## config.mk

```make
export PLATFORM = sky130hd
export DESIGN_NAME = tile_draw_scheduler_flat
export DESIGN_NICKNAME = d
export VERILOG_FILES = /design/src/rtl/tile_draw_scheduler_if.sv /design/src/rtl/tile_draw_scheduler.sv /design/src/flat_wrapper.sv
export SDC_FILE = /design/constraint.sdc
export NUM_CORES = 1
export LEC_CHECK = 0
export ABC_AREA = 0
export CAP_MARGIN = 20
export CORE_MARGIN = 4
export CORE_UTILIZATION = 40
export CTS_BUF_LIST = sky130_fd_sc_hd__clkbuf_4
export CTS_CLUSTER_DIAMETER = 100
export DETAILED_ROUTE_END_ITERATION = 12
export PLACE_DENSITY = 0.75
export SLEW_MARGIN = 20
export SYNTH_ARGS = -nofsm -noshare
export SYNTH_HDL_FRONTEND = slang
export SYNTH_SLANG_ARGS = --single-unit
```

## constraint.sdc

```tcl
create_clock -name clock -period 3.2 [get_ports clock]
set_clock_uncertainty 0.05 [all_clocks]
set_input_delay 0.96 -clock clock [delete_from_list [all_inputs] [get_ports clock]]
set_output_delay 0.96 -clock clock [all_outputs]
set_load 0.01 [all_outputs]
```

## src/rtl/tile_draw_scheduler_if.sv

```systemverilog
// rtl/tile_draw_scheduler_if.sv - requester and drawer signal bundle for tile_draw_scheduler
interface tile_draw_scheduler_if #(
  parameter int NUM_REQ = 3
);
  logic [NUM_REQ-1:0]   req_valid;
  logic [9*NUM_REQ-1:0] req_x;
  logic [8*NUM_REQ-1:0] req_y;
  logic [3*NUM_REQ-1:0] req_color;
  logic [NUM_REQ-1:0]   req_grant;
  logic [NUM_REQ-1:0]   req_done;
  logic [8:0]           drw_data_x;
  logic [7:0]           drw_data_y;
  logic [2:0]           drw_color;
  logic                 drw_load_x;
  logic                 drw_plot;
  logic                 drw_done;
  logic                 busy;
  logic                 timeout_err;

  modport master (
    input  req_valid, req_x, req_y, req_color, drw_done,
    output req_grant, req_done, drw_data_x, drw_data_y, drw_color,
           drw_load_x, drw_plot, busy, timeout_err
  );

  modport slave (
    output req_valid, req_x, req_y, req_color, drw_done,
    input  req_grant, req_done, drw_data_x, drw_data_y, drw_color,
           drw_load_x, drw_plot, busy, timeout_err
  );
endinterface

```

## src/rtl/tile_draw_scheduler.sv

```systemverilog
// rtl/tile_draw_scheduler.sv - round-robin sharing of one 4x4 tile drawer among NUM_REQ requesters
module tile_draw_scheduler #(
  parameter int NUM_REQ = 3,
  parameter int TIMEOUT = 255,
  parameter int TO_W    = 8
) (
  input  logic                  clock,
  input  logic                  resetn,
  tile_draw_scheduler_if.master bus
);
  localparam int IDX_W = $clog2(NUM_REQ);

  typedef enum logic [2:0] {IDLE, ISSUE_X, ISSUE_Y, WAIT_DONE, FINISH} state_t;

  state_t           state;
  logic [IDX_W-1:0] ptr;
  logic [IDX_W-1:0] owner;
  logic [IDX_W-1:0] winner;
  logic [TO_W-1:0]  watchdog;
  logic             found;
  logic             grant_go;
  logic [8:0]       cap_x;
  logic [7:0]       cap_y;
  logic [2:0]       cap_color;

  // Search from ptr+1 upward with wrap; the last requester served has lowest priority.
  always_comb begin
    int               cand;
    logic [IDX_W-1:0] cand_w;
    winner = ptr;
    found  = 1'b0;
    cand   = 0;
    cand_w = '0;
    for (int k = 1; k <= NUM_REQ; k++) begin
      cand = int'(ptr) + k;
      if (cand >= NUM_REQ) cand = cand - NUM_REQ;
      cand_w = IDX_W'(cand);
      if (!found && bus.req_valid[cand_w]) begin
        found  = 1'b1;
        winner = cand_w;
      end
    end
  end

  always_comb begin
    cap_x     = '0;
    cap_y     = '0;
    cap_color = '0;
    for (int i = 0; i < NUM_REQ; i++) begin
      if (winner == IDX_W'(i)) begin
        cap_x     = bus.req_x[9*i +: 9];
        cap_y     = bus.req_y[8*i +: 8];
        cap_color = bus.req_color[3*i +: 3];
      end
    end
  end

  // Grant is issued in the arbitration cycle itself; gated by resetn so reset shows no grant.
  assign grant_go = (state == IDLE) && resetn && bus.drw_done && found;

  always_comb begin
    bus.req_grant = '0;
    if (grant_go) bus.req_grant[winner] = 1'b1;
  end

  always_ff @(posedge clock) begin
    if (!resetn) begin
      state           <= IDLE;
      ptr             <= IDX_W'(NUM_REQ - 1);
      owner           <= '0;
      watchdog        <= '0;
      bus.req_done    <= '0;
      bus.drw_data_x  <= '0;
      bus.drw_data_y  <= '0;
      bus.drw_color   <= '0;
      bus.drw_load_x  <= 1'b0;
      bus.drw_plot    <= 1'b0;
      bus.busy        <= 1'b0;
      bus.timeout_err <= 1'b0;
    end else begin
      bus.drw_load_x <= 1'b0;
      bus.drw_plot   <= 1'b0;
      bus.req_done   <= '0;
      case (state)
        IDLE: begin
          if (grant_go) begin
            state          <= ISSUE_X;
            ptr            <= winner;
            owner          <= winner;
            bus.drw_data_x <= cap_x;
            bus.drw_data_y <= cap_y;
            bus.drw_color  <= cap_color;
            bus.drw_load_x <= 1'b1;
            bus.busy       <= 1'b1;
          end
        end
        ISSUE_X: begin
          state        <= ISSUE_Y;
          bus.drw_plot <= 1'b1;
        end
        ISSUE_Y: begin
          state    <= WAIT_DONE;
          watchdog <= '0;
        end
        WAIT_DONE: begin
          // The drawer left LOADX during ISSUE_X, so a high drw_done here is a genuine completion.
          if (bus.drw_done) begin
            state               <= FINISH;
            bus.req_done[owner] <= 1'b1;
          end else begin
            watchdog <= watchdog + 1'b1;
            if (watchdog == TO_W'(TIMEOUT - 1)) begin
              bus.timeout_err     <= 1'b1;
              state               <= FINISH;
              bus.req_done[owner] <= 1'b1;
            end
          end
        end
        FINISH: begin
          state    <= IDLE;
          bus.busy <= 1'b0;
        end
        default: state <= IDLE;
      endcase
    end
  end
endmodule

```

## src/flat_wrapper.sv

```systemverilog
// flat-port wrapper written by rule: the top's interface ports become plain ports
module tile_draw_scheduler_flat 
#(
  parameter int NUM_REQ = 3,
  parameter int TIMEOUT = 255,
  parameter int TO_W    = 8
)
  (clock, resetn, bus_req_valid, bus_req_x, bus_req_y, bus_req_color, bus_drw_done, bus_req_grant, bus_req_done, bus_drw_data_x, bus_drw_data_y, bus_drw_color, bus_drw_load_x, bus_drw_plot, bus_busy, bus_timeout_err);
  tile_draw_scheduler_if #(.NUM_REQ(NUM_REQ)) bus_i ();
  input  logic clock;
  input  logic resetn;
  input wire logic [$bits(bus_i.req_valid)-1:0] bus_req_valid;
  input wire logic [$bits(bus_i.req_x)-1:0] bus_req_x;
  input wire logic [$bits(bus_i.req_y)-1:0] bus_req_y;
  input wire logic [$bits(bus_i.req_color)-1:0] bus_req_color;
  input wire logic [$bits(bus_i.drw_done)-1:0] bus_drw_done;
  output wire logic [$bits(bus_i.req_grant)-1:0] bus_req_grant;
  output wire logic [$bits(bus_i.req_done)-1:0] bus_req_done;
  output wire logic [$bits(bus_i.drw_data_x)-1:0] bus_drw_data_x;
  output wire logic [$bits(bus_i.drw_data_y)-1:0] bus_drw_data_y;
  output wire logic [$bits(bus_i.drw_color)-1:0] bus_drw_color;
  output wire logic [$bits(bus_i.drw_load_x)-1:0] bus_drw_load_x;
  output wire logic [$bits(bus_i.drw_plot)-1:0] bus_drw_plot;
  output wire logic [$bits(bus_i.busy)-1:0] bus_busy;
  output wire logic [$bits(bus_i.timeout_err)-1:0] bus_timeout_err;
  assign bus_i.req_valid = bus_req_valid;
  assign bus_i.req_x = bus_req_x;
  assign bus_i.req_y = bus_req_y;
  assign bus_i.req_color = bus_req_color;
  assign bus_i.drw_done = bus_drw_done;
  assign bus_req_grant = bus_i.req_grant;
  assign bus_req_done = bus_i.req_done;
  assign bus_drw_data_x = bus_i.drw_data_x;
  assign bus_drw_data_y = bus_i.drw_data_y;
  assign bus_drw_color = bus_i.drw_color;
  assign bus_drw_load_x = bus_i.drw_load_x;
  assign bus_drw_plot = bus_i.drw_plot;
  assign bus_busy = bus_i.busy;
  assign bus_timeout_err = bus_i.timeout_err;
  tile_draw_scheduler #(.NUM_REQ(NUM_REQ), .TIMEOUT(TIMEOUT), .TO_W(TO_W)) u_core (.clock(clock), .resetn(resetn), .bus(bus_i));
endmodule
```

# Word-level counts from Yosys, hierarchy flattened
# Cells that the tools add are included.
# totals
reg_bits	42
# op_classes
add_sub_neg	7
magnitude_cmp	10
eq_ne	10
mux	41
bitwise	1
reduce_logical	20
# ops
operator	count
two-way mux 8 bit	4
two-way mux 3 bit	9
two-way mux 9 bit	3
case mux 8 bit (2 select lines)	1
less-than comparator 2 x 3 -> 1 bit (second input constant)	5
two-way mux 2 bit	6
case mux 3 bit (4 select lines)	1
AND reduction 2 bit	6
two-way mux 1 bit	11
>= comparator 3 x 2 -> 1 bit (second input constant)	3
adder 8 x 1 -> 8 bit (second input constant)	1
== test 8 bit (second input constant)	1
logical AND 1 bit	7
adder 2 x 2 -> 3 bit (second input constant)	2
binary-select mux 1 bit (select 2 bit)	3
== test 3 x 2 -> 1 bit (second input constant)	2
subtractor 2 x 1 -> 2 bit (second input constant)	3
demux 1 bit (select 2 bit)	2
>= comparator 2 x 1 -> 1 bit (second input constant)	2
nonzero test 2 bit	2
adder 2 x 1 -> 3 bit (second input constant)	1
== test 3 x 1 -> 1 bit (second input constant)	1
== test 3 bit (second input constant)	1
zero test 3 bit	1
10 further kinds	11

# Logic depth before layout (Yosys ltp)
# Gate-level depths: netlist of run 1.
# logic_depth
ltp_word	17
ltp_mapped	11
ltp_nobuf	9

# Worst setup path before layout of run 1
# Ideal clock, no wire load.
# synth_timing
path_kind	input-to-output
from	input port bus_req_valid[0]
to	output port bus_req_grant[0]
t_arrival_ps	2222
required_time_ps	2190
slack_ps	-32
cell_stages	6
cell_sequence	or4bb_1 > o211ai_2 > and3b_1 > clkbuf_1 > buf_4 > and2_1
# synth_via
elab_chain_len	14
# synth_lines
item	line_no	rtl
start: declaration	flat_wrapper.sv:12	input wire logic [$bits(bus_i.req_valid)-1:0] bus_req_valid;
binary-select mux 1 bit (select 2 bit)	tile_draw_scheduler.sv:38	if (!found && bus.req_valid[cand_w]) begin
two-way mux 1 bit (not written as such)	tile_draw_scheduler.sv:38	
two-way mux 1 bit	tile_draw_scheduler.sv:38	
zero test 1 bit	tile_draw_scheduler.sv:38	
logical AND 1 bit	tile_draw_scheduler.sv:38	
two-way mux 1 bit	tile_draw_scheduler.sv:38	
zero test 1 bit	tile_draw_scheduler.sv:38	
logical AND 1 bit	tile_draw_scheduler.sv:38	
two-way mux 2 bit	tile_draw_scheduler.sv:38	
less-than comparator 2 x 3 -> 1 bit (not written as such) or >= comparator 2 x 1 -> 1 bit (tied branches)	tile_draw_scheduler.sv:63	if (grant_go) bus.req_grant[winner] = 1'b1;
logical AND 1 bit (not written as such)	tile_draw_scheduler.sv:63	
two-way mux 1 bit (not written as such)	tile_draw_scheduler.sv:63	
demux 1 bit (select 2 bit)	n/a	
two-way mux 3 bit (*)	tile_draw_scheduler.sv:63	
end: declaration	flat_wrapper.sv:17	output wire logic [$bits(bus_i.req_grant)-1:0] bus_req_grant;
# Every way passes the cells marked *; elsewhere a longest branch is shown, timed or not. The select of a mux whose other input is x is not followed.

# Worst setup path after layout of run 1
# layout_timing
from	register u_core.ptr[1]
to	output port bus_req_grant[0]
# layout_via
elab_chain_len	17
# layout_lines
item	line_no	rtl
start: declaration	tile_draw_scheduler.sv:16	logic [IDX_W-1:0] ptr;
start signal: assignment	tile_draw_scheduler.sv:69	ptr <= IDX_W'(NUM_REQ - 1);
start signal: assignment	tile_draw_scheduler.sv:88	ptr <= winner;
adder 2 x 1 -> 3 bit	tile_draw_scheduler.sv:35	cand = int'(ptr) + k;
>= comparator 3 x 2 -> 1 bit or subtractor 2 x 1 -> 2 bit (tied branches)	tile_draw_scheduler.sv:36	if (cand >= NUM_REQ) cand = cand - NUM_REQ;
two-way mux 2 bit	tile_draw_scheduler.sv:36	
binary-select mux 1 bit (select 2 bit)	tile_draw_scheduler.sv:38	
two-way mux 1 bit (not written as such)	tile_draw_scheduler.sv:38	
two-way mux 1 bit	tile_draw_scheduler.sv:38	
zero test 1 bit	tile_draw_scheduler.sv:38	
logical AND 1 bit	tile_draw_scheduler.sv:38	
two-way mux 1 bit	tile_draw_scheduler.sv:38	
zero test 1 bit	tile_draw_scheduler.sv:38	
logical AND 1 bit	tile_draw_scheduler.sv:38	
two-way mux 2 bit	tile_draw_scheduler.sv:38	
less-than comparator 2 x 3 -> 1 bit (not written as such) or >= comparator 2 x 1 -> 1 bit (tied branches)	tile_draw_scheduler.sv:63	
logical AND 1 bit (not written as such)	tile_draw_scheduler.sv:63	
two-way mux 1 bit (not written as such)	tile_draw_scheduler.sv:63	
demux 1 bit (select 2 bit)	n/a	
two-way mux 3 bit (*)	tile_draw_scheduler.sv:63	
# Marks and branches as above.

==> flow_metrics.tcl, run 1 <==
set metrics [dict create \
    clock_latency_ps 370 \
    grt_use_total 0.202 \
    cp_max_fo 8 \
    status "finished, violations left" \
    setup_viol 3 \
    syn-num-nets 338 \
    max-vdd-ir-drop_mv 0.282 \
    synth_ff_type "dfxtp_1" \
    fin_crit_ps 3300 \
    critPathCaptureType "primary output" \
    grt_pass1_wl_um 12200 \
    grt_pass1_vias 2580 \
    stdcell_count 469 \
    dp.cells 457 \
    ios 96 \
    seq_area_um2 823 \
    numCtsBuffers 5 \
    violations "setup timing" \
    netlist_instances 267 \
    synth_edf_count 0 \
    die_x_um 85.0 \
    final_hold_viol_count 0 \
    initial_core_util 0.420 \
    async_reset_ff_frac 0 \
    dpl-instance-area_mm2 0.00363 \
    finalNetCount 467 \
    critPathLaunchType "flop" \
    routed_wirelength_um 7410 \
    die_h_um 85.0 \
    cts_tree "built" \
    hpwl_um 5320 \
    slowest_delay_ps 390 \
    drive_gt1_frac 0.285 \
    postLayoutCoreUtil 0.684 \
    ys_types 51 \
    overflow 0 \
    crit_family "compound AO/OA/AOI/OAI gates" \
    worst_ep_arrival_time_ps 2290 \
    vias 2522 \
    critPathKind "reg -> out" \
    worstPathBufferInverterCount 2 \
    path_clk_slew_ps 140 \
    core_area_mm2 0.00564 \
    finalWorstSetupSlack_ps -100 \
    post_drt_wl_per_cell_um 15.8 \
    fmax_ghz 0.303 \
    crit_cells 8 \
    cellPowerDensity_mw_per_mm2 529 \
    leakage_uw 0.00152 \
    hold_class "reg -> reg" \
    tightest_slew_ps 683 \
    gp_congestion 0.839 \
    drtAntennaViolNets 0 \
    drv_slew 0 \
    fin_area_mm2 0.00386 \
    max-cap-violations 0 \
    synth_area_mm2 0.00237 \
    cts_root_buffer "clkbuf_4" \
    drtPass1Iterations 6 \
    rsz0062_at_grt "true" \
    die-area_mm2 0.00722 \
    cts.sinks 41 \
    vias_per_cell 5.38 \
    syn_area_per_cell_um2 8.88 \
    syn_to_final_growth_pct 62.6 \
    drc 0 \
    path_cells "inv_4, ha_4, o21ba_1, o32a_1, a211oi_2, nand2_1, and2_4, buf_6" \
    num_rows 27 \
    rr_worst_depth 12 \
    htreeDepth 2 \
    yosysWarnings 0 \
    setup_tns_ps -216 \
    holdPathStages 2 \
    ys_seq_area_frac 0.346 \
    cp_slowest_cell "dfxtp_2" \
    multiInputGateArea_mm2 0.00144 \
    antenna_found_initial 0 \
    grt_max_degree 21 \
    clockBufferDepth 2 \
    critPathRequiredTime_ps 2190 \
    port_buffers 95 \
    drtIter0Drc 121 \
    period_share 1.03 \
    synth_seq_cells 41 \
    hold_slack_ps 421 \
    fill_cells 437 \
    antenna_cells 0 \
    ctsHoldBuffers 0 \
    slew_headroom 0.540 \
]
per-stage QoR:
step / worst slack [ps] / power, uW
floorplan: 23.0 / 1190
global placement: -911 / 1600
detailed placement: -999 / 1610
CTS: -105 / 2010
global route: -157 / 2150
finish: -100 / 2040
final timing paths:
path / start / to / slack [ps]
max: u_core.ptr[1] / bus_req_grant[0] / -100
min: u_core.bus.drw_data_x[3] / u_core.bus.drw_data_x[3] / 420
max reg2reg: u_core.ptr[1] / u_core.bus.drw_data_y[2] / 630
min reg2reg: u_core.bus.drw_data_x[3] / u_core.bus.drw_data_x[3] / 420
final cells by class:
| type | instances | area share |
|---|---|---|
| sequential | 41 | 0.213 |
| multi-input combinational | 186 | 0.374 |
| inverter | 24 | 0.0240 |
| clock inverter | 3 | 0.0114 |
| tap | 72 | 0.0234 |
| timing repair buffer | 138 | 0.344 |
| clock buffer | 5 | 0.00973 |
kinds of logic (layout without fill, tap and decap cells):
family,Yosys count,count (layout),synth area share
xor+xnor,4,4,0.0148
compound gates,78,78,0.255
flops,41,41,0.346
mux,9,9,0.0470
fa+ha+maj,5,5,0.0264
buf+inv,40,170,0.0955
simple gates,90,90,0.215
sequential cells by signal (all words and copies together), names as in the netlist, 2 cells and up:
signal / cells
u_core.bus.drw_data_x: 9
u_core.bus.drw_data_y: 8
u_core.watchdog: 8
u_core.bus.drw_color: 3
u_core.bus.req_done: 3
u_core.state: 3
u_core.owner: 2
Yosys cell counts, drive strengths merged, types with 2 or more instances:
cell type / instances / area (um^2)
a31oi: 8 / 50.1
and3: 3 / 18.8
inv: 24 / 90.1
a211oi: 6 / 50.1
a21boi: 2 / 18.8
nand2b: 2 / 12.5
dfxtp: 41 / 821
o22ai: 2 / 12.5
clkbuf: 2 / 7.51
and2: 3 / 21.3
ha: 5 / 62.6
a2111oi: 2 / 25.0
buf: 14 / 129
or3: 4 / 25.0
nor3: 31 / 205
xor2: 4 / 35.0
nand2: 16 / 60.1
nand4: 4 / 25.0
o32ai: 13 / 189
nor2b: 2 / 12.5
nor2: 17 / 63.8
a21oi: 25 / 125
o21ai: 12 / 60.1
mux2: 8 / 101
worst register-to-register path: cells and delay by family (launching register included):
family          cells  cell delay (ps)
compound gates      2              170
buf+inv             6              830
fa+ha+maj           1              170
simple gates        3              870
flops               1              390
routing by layer:
layer,share of wire,GRT usage
met4,0.011,0.0417
met1,0.40,0.227
met2,0.50,0.370
met3,0.087,0.0670
met5,0,0
where the power goes:
group / leakage (uW) / internal [uW] / switching, uW / total [uW]
combinational: 0.00114 / 545 / 497 / 1040
sequential: 0.000335 / 586 / 43.2 / 629
clock: 0.0000456 / 166 / 202 / 368
total: 0.00152 / 1300 / 742 / 2040
repair_timing:
item / 4_1_cts / 5_1_grt
pin swaps: 9 / 8
gates resized for setup: 44 / 11
buffers inserted: 2 / 2
cloned: 0 / 0
endpoints found under the setup margin: 3 / 3
layout by cell type (no fill, tap or decap), drive strengths merged, types with 4 or more instances in the layout:
master	instances
a211oi	6
a21oi	25
a31oi	8
buf	48
clkbuf	5
clkdlybuf4s50	89
dfxtp	41
ha	5
inv	25
mux2	8
nand2	16
nand4	4
nor2	17
nor3	31
o21ai	12
o32ai	13
or3	4
xor2	4
(Power assumes the default switching activity.)
==> run 2: changes to the inputs <==
Settings changed: CORE_MARGIN 4 to unset, REMOVE_ABC_BUFFERS set to 1.
==> run 2 against run 1 <==
  * The flow still finishes with violations (setup timing)
  * Die area is 14% lower
  * First-iteration DRC count is the same
  * Setup slack got worse by 13 ps
  * Critical path depth did not move
  * Flip-flop and latch count stayed put
  * Critical endpoint unchanged
  * Highest routed layer unchanged
==> flow_metrics.tcl, run 2 (synthesized netlist as in run 1, its figures left out) <==
set metrics [dict create \
    top_register "u_core.bus.drw_data_x" \
    drv_slew 0 \
    initial_core_util 0.423 \
    leakage_uw 0.00157 \
    cp_max_fo 8 \
    ctsHoldBuffers 0 \
    max-vdd-ir-drop_mv 0.406 \
    die_x_um 79.0 \
    gp_congestion 0.893 \
    tightest_slew_ps 692 \
    drtIter0Drc 121 \
    grt_pass1_wl_um 11300 \
    antenna_cells 0 \
    drtAntennaViolNets 0 \
    fin_crit_ps 3310 \
    critPathLaunchType "primary input" \
    status "finished, violations left" \
    critPathCaptureType "primary output" \
    power_uw 2140 \
    final_hold_viol_count 0 \
    path_clk_slew_ps 120 \
    antenna_found_initial 0 \
    fmax_ghz 0.302 \
    vias_per_cell 5.28 \
    vias 2512 \
    port_buffers 95 \
    grt_pass1_vias 2424 \
    htreeDepth 2 \
    final_cell_mix "88 x clkdlybuf4s50_1, 43 x buf_4, 39 x dfxtp_1, 25 x a21oi_1, 20 x nor3_1" \
    clock_latency_ps 350 \
    cellPowerDensity_mw_per_mm2 542 \
    overflow 0 \
    period_share 1.04 \
    drtPass1Iterations 6 \
    drc 0 \
    num_rows 27 \
    post_drt_wl_per_cell_um 15.2 \
    critPathKind "in -> out" \
    violations "setup timing" \
    final_common_cell "clkdlybuf4s50_1" \
    cts.sinks 41 \
    finalWorstSetupSlack_ps -113 \
    setup_tns_ps -138 \
    worst_ep_arrival_time_ps 2300 \
    die-area_mm2 0.00624 \
    max-cap-violations 0 \
    core_area_mm2 0.00561 \
    reg_top3 "u_core.bus.drw_data_x: 9 flops, u_core.bus.drw_data_y: 8 flops, u_core.watchdog: 8 flops" \
    numCtsBuffers 5 \
    die_h_um 79.0 \
    largest_reg_flops 9 \
    cts_root_buffer "clkbuf_4" \
    ios 96 \
    clockBufferDepth 2 \
    syn_to_final_growth_pct 66.5 \
    setup_viol 2 \
    drive_gt1_frac 0.314 \
    grt_max_degree 21 \
    routed_wirelength_um 7240 \
    cts_tree "built" \
    finalNetCount 474 \
    post-place-ws_ps -919 \
    rsz0062_at_grt "true" \
    grt_use_total 0.229 \
    slew_headroom 0.534 \
    critPathRequiredTime_ps 2190 \
    postLayoutCoreUtil 0.704 \
    hold_class "reg -> reg" \
    hpwl_um 5080 \
]
run 2: cell types whose count changed in the layout (fill, tap and decap cells not counted), moves of 2 or more:
cell    change
inv_1       -2
buf_12      -2
buf_6       +2
inv_2       +2
buf_4       +6
run 2: repair_timing:
item | in CTS | in global routing
resized for setup | 49 | 23
buffers inserted | 2 | 8
endpoints found under the setup margin | 3 | 3
pin swaps | 7 | 13
run 2: layer usage:
metal  wire [um]  share of wire  global-route usage
met5           0              0                   0
met2        3630           0.50               0.394
met4         133          0.018              0.0709
met1        2980           0.41               0.282
met3         500          0.069              0.0529
run 2: per-stage QoR:
step | cells | instance area [um^2] | hold WS [ps]
after floorplan | 251 | 2230 | 384
after global placement | 458 | 3610 | 401
after detailed placement | 458 | 3610 | 404
after CTS | 468 | 3800 | 422
after global routing | 476 | 3950 | 443
final | 476 | 3950 | 418
run 2: path summary, 6_finish.rpt:
path | from | end | slack, ps | cells after the start
hold / removal | u_core.bus.drw_data_x[4] | u_core.bus.drw_data_x[4] | 420 | 2
hold reg to reg | u_core.bus.drw_data_x[4] | u_core.bus.drw_data_x[4] | 420 | 2
setup / recovery | bus_req_valid[2] | bus_req_grant[0] | -110 | 8
setup reg to reg | u_core.owner[0] | u_core.bus.drw_data_y[4] | 660 | 12
run 2: final cells by class:
| cell class | instances | area, um^2 |
|---|---|---|
| timing repair buffer | 145 | 1360 |
| clock inverter | 3 | 65.1 |
| inverter | 24 | 92.6 |
| fill | 449 | 1660 |
| tap | 72 | 90.1 |
| sequential | 41 | 823 |
| clock buffer | 5 | 37.5 |
| multi-input combinational | 186 | 1480 |
run 2: worst max-delay path, stage by stage:
cell and delay [ps]:
buf_2 210, and4b_1 220, a31o_2 230, a211oi_2 200, buf_4 160, nand2_2 50
and2_4 150, buf_6 110
run 2: report_power, final:
part	internal, uW	switching (uW)
Sequential	586	42.3
Clock	242	183
Combinational	576	512
